[config.mk]
export PLATFORM = sky130hd
export DESIGN_NAME = pc_sequencer
export DESIGN_NICKNAME = d
export VERILOG_FILES = /design/src/rtl/pc_seq_pkg.sv /design/src/rtl/next_pc_calc.sv /design/src/rtl/pc_sequencer.sv
export SDC_FILE = /design/constraint.sdc
export NUM_CORES = 1
export LEC_CHECK = 0
export ABC_AREA = 1
export BUFFER_PORTS_ARGS = -buffer_cell sky130_fd_sc_hd__buf_2
export CELL_PAD_IN_SITES_DETAIL_PLACEMENT = 1
export CELL_PAD_IN_SITES_GLOBAL_PLACEMENT = 1
export CORE_MARGIN = 2
export CORE_UTILIZATION = 42
export CTS_CLUSTER_SIZE = 30
export DETAILED_ROUTE_END_ITERATION = 16
export PLACE_DENSITY_LB_ADDON = 0.12
export SLEW_MARGIN = 25
export SYNTH_ARGS = -nofsm -noshare
export SYNTH_HDL_FRONTEND = slang
export SYNTH_HIERARCHICAL = 1
export SYNTH_SLANG_ARGS = --single-unit
[constraint.sdc]
create_clock -name clk -period 4.8 [get_ports clk]
set_input_delay 0.48 -clock clk [delete_from_list [all_inputs] [get_ports clk]]
set_output_delay 0.48 -clock clk [all_outputs]
set_load 0.05 [all_outputs]
[src/rtl/pc_seq_pkg.sv]
// pc_seq_pkg: shared state encoding and default vectors for the PC sequencer
package pc_seq_pkg;
    typedef enum logic [1:0] {BOOT, FETCH, EXEC, TRAP} state_t;
    localparam logic [31:0] RESET_VECTOR_DEF = 32'h0040_0000;
    localparam logic [31:0] TRAP_VECTOR_DEF  = 32'h0040_0100;
endpackage

[src/rtl/next_pc_calc.sv]
// next_pc_calc: next-PC selection and misaligned-target detection
module next_pc_calc (
    input  logic [31:0] pc,
    input  logic [31:0] imm,
    input  logic [31:0] rs1,
    input  logic        branch_flag,
    input  logic        jalr,
    output logic [31:0] next_pc,
    output logic        misalign
);
    logic [31:0] target;
    // taken target (jalr clears bit0), fall-through otherwise; only taken targets can trap
    always_comb begin
        target   = jalr ? ((rs1 + imm) & ~32'd1) : pc + imm;
        next_pc  = branch_flag ? target : pc + 32'd4;
        misalign = branch_flag & target[1];
    end
endmodule

[src/rtl/pc_sequencer.sv]
// pc_sequencer: fetch/execute PC sequencer with misaligned-target trap and retire counter
module pc_sequencer
    import pc_seq_pkg::*;
#(
    parameter logic [31:0] RESET_VECTOR = RESET_VECTOR_DEF,
    parameter logic [31:0] TRAP_VECTOR  = TRAP_VECTOR_DEF
) (
    input  logic        clk,
    input  logic        reset,
    input  logic        Branch_Flag_i,
    input  logic        Jalr_i,
    input  logic [31:0] Imm_i,
    input  logic [31:0] Rs1_i,
    input  logic        Stall_i,
    input  logic        Imem_Ready_i,
    output logic [31:0] PC_o,
    output logic [31:0] PC_Plus4_o,
    output logic        Fetch_Req_o,
    output logic        Instr_Valid_o,
    output logic        Misalign_o,
    output logic [31:0] Instret_o
);
    state_t      state;
    logic [31:0] next_pc;
    logic        trap;

    assign PC_Plus4_o = PC_o + 32'd4;

    next_pc_calc u_next_pc (
        .pc          (PC_o),
        .imm         (Imm_i),
        .rs1         (Rs1_i),
        .branch_flag (Branch_Flag_i),
        .jalr        (Jalr_i),
        .next_pc     (next_pc),
        .misalign    (trap)
    );

    // state machine; strobes are registered alongside the state they belong to
    always_ff @(posedge clk or negedge reset) begin
        if (!reset) begin
            state         <= BOOT;
            PC_o          <= RESET_VECTOR;
            Instret_o     <= '0;
            Fetch_Req_o   <= 1'b0;
            Instr_Valid_o <= 1'b0;
            Misalign_o    <= 1'b0;
        end else begin
            case (state)
                BOOT: begin
                    state       <= FETCH;
                    Fetch_Req_o <= 1'b1;
                end
                FETCH: if (Imem_Ready_i) begin
                    state         <= EXEC;
                    Fetch_Req_o   <= 1'b0;
                    Instr_Valid_o <= 1'b1;
                end
                EXEC: if (!Stall_i) begin
                    Instr_Valid_o <= 1'b0;
                    if (trap) begin
                        state      <= TRAP;
                        Misalign_o <= 1'b1;
                    end else begin
                        state       <= FETCH;
                        Fetch_Req_o <= 1'b1;
                        PC_o        <= next_pc;
                        Instret_o   <= Instret_o + 32'd1;
                    end
                end
                TRAP: begin
                    state       <= FETCH;
                    Misalign_o  <= 1'b0;
                    Fetch_Req_o <= 1'b1;
                    PC_o        <= TRAP_VECTOR;
                end
            endcase
        end
    end
endmodule

==> impl_metrics.json <==
{
  "die_h_um": 160,
  "die_w_um": 160,
  "grt_pass1_wl_mm": 63.8,
  "synth_area_leader_cell": "nand2_1",
  "io_pins": 169,
  "cp_slowest_stage_delay_ps": 740,
  "core_region_area_um2": 23600,
  "dpl.cell_count": 2303,
  "cp.depth": 14,
  "ys_seq_elements": 69,
  "synth_most_common_cell": "nand2_1",
  "clock_path_buffers": 2,
  "synth_ff_type": "dfrtp_1",
  "hold_class": "in -> async",
  "r2r-start": "PC_o[0]",
  "criticalPathCategory": "reg -> reg",
  "critical-path-top-delay-family": "simple AND/OR/NAND/NOR gates",
  "worstPathArrival_ps": 3350,
  "clock_latency_ps": 340,
  "die_area_um2": 25500,
  "seq_area_frac_synth_pct": 17.0,
  "skew_ps": 9.41,
  "clockRootBuffer": "clkbuf_16",
  "regToRegEndpoint": "Instret_o[18]",
  "hold_viol": 0,
  "cts-buffers-inserted": 9,
  "antenna_found_initial": 0,
  "max_freq_ghz": 0.319,
  "grtUsageTotal_pct": 30.8,
  "cts_resized": 0,
  "cts_hold_buf": 0,
  "via_per_inst": 5.23,
  "syn_avg_cell_area_um2": 5.54,
  "multi_input_area_um2": 7100,
  "path_clk_slew_ps": 60,
  "drcViolationCount": 0,
  "synth_edf_count": 0,
  "n_fill_cell": 3477,
  "synth_nets": 1970,
  "cp_slowest_cell": "nor2_4",
  "cts_tree": "built",
  "end_kind": "flop",
  "grt_pass1_vias": 12200,
  "period_share_pct": 65.3,
  "max_slew_margin_pct": 35.3,
  "dr.pass1.iters": 5,
  "finalNonFillerCells": 2318,
  "rrSetupSlack_ps": 1670,
  "seq_area_um2": 1730,
  "drtIter0Drc": 646,
  "rows": 56,
  "clock_sinks": 69,
  "slew_viol_final": 0,
  "synth_top_area_share_pct": 27.8,
  "syn_area_um2": 10200,
  "drv_cap": 0,
  "rsz0062_at_grt": "no",
  "post_cts_buffers": 0,
  "crit_required_ps": 5020,
  "hpwlAfterDp_mm": 32.8,
  "io_buffers": 168,
  "synth.distinct_cells": 43,
  "area_growth_pct": 14.5,
  "drive_gt1_share_pct": 12.1,
  "start_util_pct": 43.1,
  "status": "complete, no violations",
  "antenna_left": 0,
  "syn_inst": 1834,
  "finalSetupViolations": 0,
  "place_congestion": 0.926,
  "cts_max_level": 3,
  "grt_max_degree": 43,
  "crit_path_start_kind": "flop",
  "synth_warnings": 6,
  "cpMostUsedCell": "nand2_1",
  "totalWireLength_mm": 39.5,
  "crit_chain": "ha_1 -> inv_1 -> fa_1 -> inv_1 -> nor2_1 -> nor2_1 -> inv_1 -> nand2_1 -> nor2_4 -> nand3_2 -> nor2_4 -> nand2_1 -> nand2_1 -> nand2_1",
  "worstPathMaxFanout": 36,
  "worst_pin_slew_ps": 968,
  "ff2ff_path_depth": 14,
  "synthTopCellsByArea": "nand2_1 (28%), dfrtp_1 (17%), inv_1 (12%), ha_1 (7.9%), nand3_1 (5.6%)",
  "whs_ps": 149,
  "antenna_cells": 0,
  "p_per_area_nw_per_um2": 264,
  "min_period_ps": 3130,
  "grt_overflow": 0,
  "num_vias": 12100,
  "setup-tns-final_ps": 0,
  "vdd_drop_max_uv": 366,
  "crit_buf_inv": 3,
  "synthArstFlopShare_pct": 100,
  "nets": 2131,
  "p_leak_nw": 6.92,
  "wl_per_cell_um": 17.1,
  "synthTopCellsByCount": "nand2_1 (754), inv_1 (328), nor2_1 (151)"
}
## layout make-up
cell class,count,area share (%)
multi-input cells,1412,60.9
flip-flops and latches,69,14.8
inverters,332,10.7
repair buffers,171,7.41
well taps,319,3.43
clock buffers,9,1.93
clock inverters,6,0.752
## worst max-delay path by stage
stage	start	endpoint
after floorplan	PC_o[2]	PC_Plus4_o[16]
after global placement	Imm_i[0]	Instret_o[22]
after detailed placement	Imm_i[0]	Instret_o[18]
after CTS	PC_o[0]	Instret_o[18]
after global routing	PC_o[0]	Instret_o[18]
final	PC_o[0]	Instret_o[18]
## layer usage
| metal | track usage (%) | wire length (um) | vias up |
|---|---|---|---|
| met5 | 0 | 0 | - |
| met4 | 10.8 | 1480 | 0 |
| met3 | 3.54 | 1610 | 75 |
| met2 | 53.3 | 18500 | 310 |
| met1 | 39.6 | 18000 | 5763 |
| li1 | - | - | 5971 |
## power breakdown
| part | internal [W] | leakage, nW | switching (W) |
|---|---|---|---|
| sequential | 0.000641 | 0.920 | 0.000162 |
| combinational | 0.000417 | 5.85 | 0.00112 |
| clock | 0.000453 | 0.156 | 0.000278 |
| total | 0.00151 | 6.92 | 0.00156 |
## state kept, by name, summed over array words and instances, names as in the netlist
| name | count |
|---|---|
| Instret_o | 32 |
| Fetch_Req_o | 1 |
| Instr_Valid_o | 1 |
| Misalign_o | 1 |
| PC_o | 32 |
| state | 2 |
## through the flow
| stage | total power [W] | area [um2] | utilization, % | setup WS, ps |
|---|---|---|---|---|
| final | 0.00307 | 11600 | 49.3 | 1670 |
| after global routing | 0.00326 | 11600 | 49.3 | 1440 |
| after global placement | 0.00229 | 11300 | 48.0 | 1720 |
| after floorplan | 0.00185 | 10200 | - | 2010 |
| after detailed placement | 0.00233 | 11300 | 48.0 | 1570 |
| after CTS | 0.00307 | 11600 | 49.3 | 1690 |
## placed cells by master, fill, tap and decap left out, types with 3 or more instances in the layout
cell type / synthesis / layout
a21oi_1: 62 / 62
a22o_1: 7 / 7
a31oi_1: 6 / 6
buf_2: 6 / 168
buf_4: 2 / 3
clkbuf_16: 0 / 9
dfrtp_1: 68 / 68
ha_1: 64 / 64
inv_1: 328 / 328
inv_2: 4 / 4
nand2_1: 754 / 754
nand2_2: 9 / 9
nand2_4: 4 / 4
nand3_1: 114 / 114
nand3_2: 7 / 7
nand3b_1: 23 / 23
nand4_1: 19 / 19
nor2_1: 151 / 151
nor2_2: 6 / 6
nor2_4: 13 / 13
nor3_1: 22 / 22
nor3_2: 4 / 4
nor3_4: 3 / 3
nor4_1: 5 / 5
o21ai_0: 51 / 51
o21bai_1: 6 / 6
xnor2_1: 15 / 15
xor2_1: 47 / 47
## kinds of logic (layout without fill, tap and decap cells)
family / after synthesis / count (layout) / share of synthesized area [%]
AOI/OAI and AO/OA: 140 / 140 / 7.53
xor gates and xnor gates: 63 / 63 / 5.50
adders and majority gates: 66 / 66 / 8.27
buffers and inverters: 353 / 518 / 13.2
DFF: 69 / 69 / 17.0
and+or+nand+nor: 1143 / 1143 / 48.5
## worst register-to-register path: stages (launching register included)
cell,delay (ps)
dfrtp_1,410
ha_1,220
inv_1,70
fa_1,480
inv_1,40
nor2_1,110
nor2_1,130
inv_1,70
nand2_1,70
nor2_4,740
nand3_2,240
nor2_4,210
nand2_1,80
nand2_1,70
nand2_1,80
Note: power is estimated with default switching activity, not from simulation.
